[config.mk]
export PLATFORM = sky130hd
export DESIGN_NAME = pipe_hazard_ctrl
export DESIGN_NICKNAME = d
export VERILOG_FILES = /design/src/rtl/pipe_hazard_ctrl_pkg.sv /design/src/rtl/pipe_hazard_ctrl_md_busy_timer.sv /design/src/rtl/pipe_hazard_ctrl.sv
export SDC_FILE = /design/constraint.sdc
export NUM_CORES = 1
export LEC_CHECK = 0
export ABC_AREA = 1
export ABC_CLOCK_PERIOD_IN_PS = 2700
export CAP_MARGIN = 20
export CORE_ASPECT_RATIO = 0.9
export CORE_UTILIZATION = 30
export CTS_CLUSTER_DIAMETER = 50
export DETAILED_ROUTE_END_ITERATION = 8
export PLACE_DENSITY = 0.81
export RECOVER_POWER = 50
export SYNTH_ARGS = -nofsm -noshare
export SYNTH_HDL_FRONTEND = slang
export SYNTH_SLANG_ARGS = --single-unit
[constraint.sdc]
create_clock -name clk -period 2.7 [get_ports clk]
set_input_delay 0.81 -clock clk [delete_from_list [all_inputs] [get_ports clk]]
set_output_delay 0.81 -clock clk [all_outputs]
set_load 0.02 [all_outputs]
[src/rtl/pipe_hazard_ctrl_pkg.sv]
`default_nettype none
// ---------------------------------------------------------------------------
// pipe_ctrl_pkg : shared constants and types for the pipeline hazard control
// Rev 1.0
// ---------------------------------------------------------------------------
package pipe_ctrl_pkg;

  localparam logic [1:0]  TUSE_NONE        = 2'd3;
  localparam int          DEF_MULT_CYCLES  = 5;
  localparam int          DEF_DIV_CYCLES   = 10;
  localparam logic [31:0] DEF_EXC_VECTOR   = 32'h0000_4180;

  typedef enum logic [0:0] {
    MD_IDLE = 1'b0,
    MD_BUSY = 1'b1
  } md_state_t;

endpackage : pipe_ctrl_pkg
`default_nettype wire

[src/rtl/pipe_hazard_ctrl_md_busy_timer.sv]
`default_nettype none
// ---------------------------------------------------------------------------
// md_busy_timer : tracks the mult/div occupancy window with a down-counter
// Rev 1.0
// ---------------------------------------------------------------------------
module md_busy_timer
  import pipe_ctrl_pkg::*;
#(
  parameter int MULT_CYCLES = DEF_MULT_CYCLES,
  parameter int DIV_CYCLES  = DEF_DIV_CYCLES
) (
  input  logic clk,
  input  logic reset,
  input  logic start,
  input  logic is_div,
  input  logic cancel,
  output logic busy
);

  localparam logic [3:0] c_mult_load = 4'(MULT_CYCLES);
  localparam logic [3:0] c_div_load  = 4'(DIV_CYCLES);

  md_state_t  state_q, state_d;
  logic [3:0] cnt_q, cnt_d;

  // Loading N keeps busy high for exactly N cycles: the last busy cycle has cnt==1.
  always_comb begin
    state_d = state_q;
    cnt_d   = cnt_q;
    case (state_q)
      MD_IDLE: begin
        if (start) begin
          state_d = MD_BUSY;
          cnt_d   = is_div ? c_div_load : c_mult_load;
        end
      end
      MD_BUSY: begin
        if (cancel) begin
          state_d = MD_IDLE;
          cnt_d   = 4'd0;
        end else begin
          cnt_d = cnt_q - 4'd1;
          if (cnt_q == 4'd1) begin
            state_d = MD_IDLE;
          end
        end
      end
      default: begin
        state_d = MD_IDLE;
        cnt_d   = 4'd0;
      end
    endcase
  end

  always_ff @(posedge clk) begin
    if (reset) begin
      state_q <= MD_IDLE;
      cnt_q   <= 4'd0;
    end else begin
      state_q <= state_d;
      cnt_q   <= cnt_d;
    end
  end

  assign busy = (state_q == MD_BUSY);

  // The hazard unit stalls any MDU instruction while busy, so a second start cannot arrive.
  a_no_start_while_busy : assert property (
    @(posedge clk) disable iff (reset) !(start && state_q == MD_BUSY)
  );

endmodule : md_busy_timer
`default_nettype wire

[src/rtl/pipe_hazard_ctrl.sv]
`default_nettype none
// ---------------------------------------------------------------------------
// pipe_hazard_ctrl : stall/flush/redirect sequencer for the 5-stage pipeline.
// Option: define MDU_CANCEL_EN to abort a running mult/div on exception entry.
// Rev 1.0
// ---------------------------------------------------------------------------
module pipe_hazard_ctrl
  import pipe_ctrl_pkg::*;
#(
  parameter int          MULT_CYCLES = DEF_MULT_CYCLES,
  parameter int          DIV_CYCLES  = DEF_DIV_CYCLES,
  parameter logic [31:0] EXC_VECTOR  = DEF_EXC_VECTOR
) (
  input  logic        clk,
  input  logic        reset,
  input  logic [4:0]  d_rs_addr,
  input  logic [4:0]  d_rt_addr,
  input  logic [1:0]  d_rs_tuse,
  input  logic [1:0]  d_rt_tuse,
  input  logic        d_is_md,
  input  logic [4:0]  e_wr_addr,
  input  logic [1:0]  e_tnew,
  input  logic [4:0]  m_wr_addr,
  input  logic [1:0]  m_tnew,
  input  logic        e_md_start,
  input  logic        e_md_is_div,
  input  logic        m_exc_valid,
  input  logic        m_is_eret,
  input  logic [31:0] epc,
  output logic        f_en,
  output logic        d_en,
  output logic        d_clr,
  output logic        e_clr,
  output logic        req,
  output logic        pc_redirect,
  output logic [31:0] redirect_pc,
  output logic        md_busy
);

  logic stall_rs;
  logic stall_rt;
  logic md_stall;
  logic stall;
  logic md_start;
  logic md_cancel;

  // Register 0 is never a real producer, so a zero destination never creates a hazard.
  always_comb begin
    stall_rs = (d_rs_tuse != TUSE_NONE) &&
               (((d_rs_addr == e_wr_addr) && (e_wr_addr != 5'd0) && (d_rs_tuse < e_tnew)) ||
                ((d_rs_addr == m_wr_addr) && (m_wr_addr != 5'd0) && (d_rs_tuse < m_tnew)));
    stall_rt = (d_rt_tuse != TUSE_NONE) &&
               (((d_rt_addr == e_wr_addr) && (e_wr_addr != 5'd0) && (d_rt_tuse < e_tnew)) ||
                ((d_rt_addr == m_wr_addr) && (m_wr_addr != 5'd0) && (d_rt_tuse < m_tnew)));
    md_stall = d_is_md && (md_busy || e_md_start);
    stall    = stall_rs || stall_rt || md_stall;
  end

  // An MDU op in E is squashed by an exception taken in the same cycle.
  assign md_start = e_md_start && !req;

`ifdef MDU_CANCEL_EN
  assign md_cancel = req;
`else
  assign md_cancel = 1'b0;
`endif

  md_busy_timer #(
    .MULT_CYCLES (MULT_CYCLES),
    .DIV_CYCLES  (DIV_CYCLES)
  ) u_md_busy_timer (
    .clk    (clk),
    .reset  (reset),
    .start  (md_start),
    .is_div (e_md_is_div),
    .cancel (md_cancel),
    .busy   (md_busy)
  );

  // Priority: reset > exception > eret > stall > idle.
  always_comb begin
    f_en        = 1'b1;
    d_en        = 1'b1;
    d_clr       = 1'b0;
    e_clr       = 1'b0;
    req         = 1'b0;
    pc_redirect = 1'b0;
    redirect_pc = EXC_VECTOR;
    if (reset) begin
      f_en = 1'b1;
    end else if (m_exc_valid) begin
      req         = 1'b1;
      pc_redirect = 1'b1;
    end else if (m_is_eret) begin
      pc_redirect = 1'b1;
      redirect_pc = epc;
      d_clr       = 1'b1;
      e_clr       = 1'b1;
    end else if (stall) begin
      f_en  = 1'b0;
      d_en  = 1'b0;
      e_clr = 1'b1;
    end
  end

endmodule : pipe_hazard_ctrl
`default_nettype wire
==> metrics.cfg <==
[global_routing]
grt_pass1_wl_um=6620
first_global_vias=1478
antenna_found_initial=0
grt_max_degree=18
grt_util_all_layers=0.220
overflow=0

[power]
max-vdd-ir-drop_mv=0.359
cellLeakagePower_nw=1.26
fin_total_pwr_mw=0.547
p_per_area_nw_per_um2=234

[clock_tree]
ctsLongestPathBuffers=2
clock-sinks=5
clock_latency_ns=0.23
clk_pin_slew_ns=0.03
cts_tree=yes
cts_root_buf=clkbuf_8
cts_buffers=3
cts.htree.levels=1

[placed_design]
dp_hpwl_um=3310
gp_congestion=0.921
placed_area_um2=2240
placedCellCount=362
io_buffers=105
pre_cts_ws_ns=-0.920

[synth]
ys_top_cells_by_area=inv_1 18%, nor2_1 17%, nand2_1 13%
synthArstFlopShare=0
ys_types=25
ys_warn_count=0
synth_top_area_frac=0.177
seq_area_frac_synth=0.0909
synth_common_cells=52 x inv_1, 49 x nor2_1, 39 x nand2_1
synth_flop_cell=dfxtp_1
syn_area_per_cell_um2=5.22
synth_edf_count=0
synth_top_cell_by_area=inv_1
syn_area_um2=1100
syn_inst=211
yosys_register_bits=5
yosysMostFrequentCell=inv_1
syn-num-nets=284

[route]
drc=0
wl_per_cell_um=11.5
antenna_left=0
firstDrtPassIters=7
totalWireLength_um=4260
drt-vias-per-instance=4.42
vias=1635
drt_iter0_markers=35

[layout]
drive_gt1_frac=0.304
syn_to_final_growth_pct=112
fin_area_um2=2340
fin_cells=370
fin_nets=400
diodes=0

[floorplanning]
core_area_um2=3450
die_h_um=59.5
die_area_um2=3920
start_util=0.319
num_rows=20
io_pins=106
die_w_um=65.9

[min_path]
hold_path_class=flop to flop
whs_path_depth=2
hp-start=u_md_busy_timer.cnt_q[1]
hold_end=u_md_busy_timer.cnt_q[1]

[critical_path]
crit_type=input port to output port
worstPathArrival_ns=1.93
required_ns=1.89
reg2reg_to=u_md_busy_timer.cnt_q[1]
rr_worst_depth=4
r2r_slack_ns=1.41
start_kind=input port
regToRegStartpoint=u_md_busy_timer.cnt_q[0]
cp_max_fo=2
end_kind=output port

[timing]
maxSlewHeadroom=0.822
post-route-period-util=1.02
finalHoldViolCount=0
fin_ws_ns=-0.0436
setup_viol=3
clock_skew_ns=0.00288
worst_pin_slew_ns=0.268
max_freq_mhz=364
slew_viol_final=0
rsz0062_at_grt=yes
min_period_ns=2.74

[job]
drv_cap=0

[status]
violations=setup timing
outcome=complete, but fails checks

[layer usage]
metal	vias to the layer above	GRT usage	share of wire
met4	0	0.0373	0.0063
met5	-	0	0
met1	717	0.252	0.41
li1	852	-	-
met2	62	0.421	0.50
met3	4	0.0423	0.083
[power by group]
group          leakage, nW  switching [mW]  internal [mW]
registers           0.0415         0.00652         0.0821
logic                 1.19           0.152          0.164
clock network       0.0228          0.0400          0.102
total                 1.26           0.199          0.348
[worst max path at each step]
| stage | depth (start not counted) | end | startpoint |
|---|---|---|---|
| detailed placement | 13 | e_clr | m_tnew[1] |
| finish | 13 | e_clr | m_tnew[1] |
| global route | 12 | e_clr | d_rs_addr[3] |
| CTS | 13 | e_clr | m_tnew[1] |
| global placement | 13 | e_clr | m_tnew[1] |
| floorplan | 11 | f_en | m_tnew[1] |
[metrics by stage]
| step | hold slack, ns | utilization | setup TNS (ns) |
|---|---|---|---|
| 6_report | 0.502 | 0.676 | -0.0789 |
| 5_1_grt | 0.509 | 0.676 | -1.23 |
| 4_1_cts | 0.496 | 0.683 | -0.0826 |
| 3_5_place_dp | 0.491 | 0.650 | -19.83 |
| 3_3_place_gp | 0.481 | 0.650 | -19.43 |
| 2_1_floorplan | 0.462 | - | 0 |
[layout by cell type, fill, tap and decap left out, types with 2 or more instances in the layout]
cell             Yosys  layout
inv_1               52      44
nor2_1              49      44
nand2_1             39      38
clkdlybuf4s50_1      0      36
buf_4                1      23
inv_2                4      10
dlygate4sd2_1        0      10
buf_2                3       9
clkdlybuf4s15_2      0       9
o21ai_0              9       8
xor2_1               7       7
nand3_1              9       7
clkdlybuf4s15_1      0       7
clkbuf_2             0       7
nor2_2               1       6
buf_6                1       6
clkbuf_1             0       5
dfxtp_1              5       5
or2_1                4       4
a21oi_1              6       4
ha_4                 0       4
o21ai_2              0       3
nand3_2              2       3
clkbuf_8             0       3
nand2_4              1       2
inv_6                0       2
a21oi_2              0       2
a21oi_4              2       2
a221oi_1             0       2
ha_1                 6       2
buf_16               0       2
buf_8                0       2
[state kept, by name, summed over array words and instances, names as in the netlist]
name	flops
u_md_busy_timer.cnt_q	4
u_md_busy_timer.busy	1
[cell families (layout without fill, tap and decap cells)]
group	Yosys count	count (layout)	share of synthesized area
compound gates	23	23	0.147
flops	5	5	0.0909
fa+ha+maj	6	6	0.0682
simple gates	107	107	0.408
xor+xnor	7	7	0.0557
buf+inv	63	178	0.231
[area by class of cell]
| type | instances | area, um2 |
|---|---|---|
| flip-flops and latches | 5 | 100 |
| inverters | 58 | 230 |
| clock buffers | 4 | 45.0 |
| fillers | 330 | 1120 |
| well taps | 44 | 55.1 |
| repair buffers | 116 | 1060 |
| multi-input cells | 143 | 846 |
[what timing repair did]
item                       in CTS  in global routing
setup endpoints to repair      38                 32
gates resized for setup       265                 22
gates cloned                    2                  0
pin swaps                      29                 14
buffers inserted                2                  0
hold buffers                    0                  0
[worst max-delay path, cell delays in order]
cell and delay (ns):
buf_8 0.10, inv_6 0.06, ha_4 0.20, o21ai_2 0.06, nand2_1 0.06, nor2_1 0.11, nand3_2 0.06, nand2_1 0.07
nand2_1 0.05, nand3_2 0.10, nand2_1 0.06, nand2_1 0.07, buf_6 0.12
(Power assumes the default switching activity.)
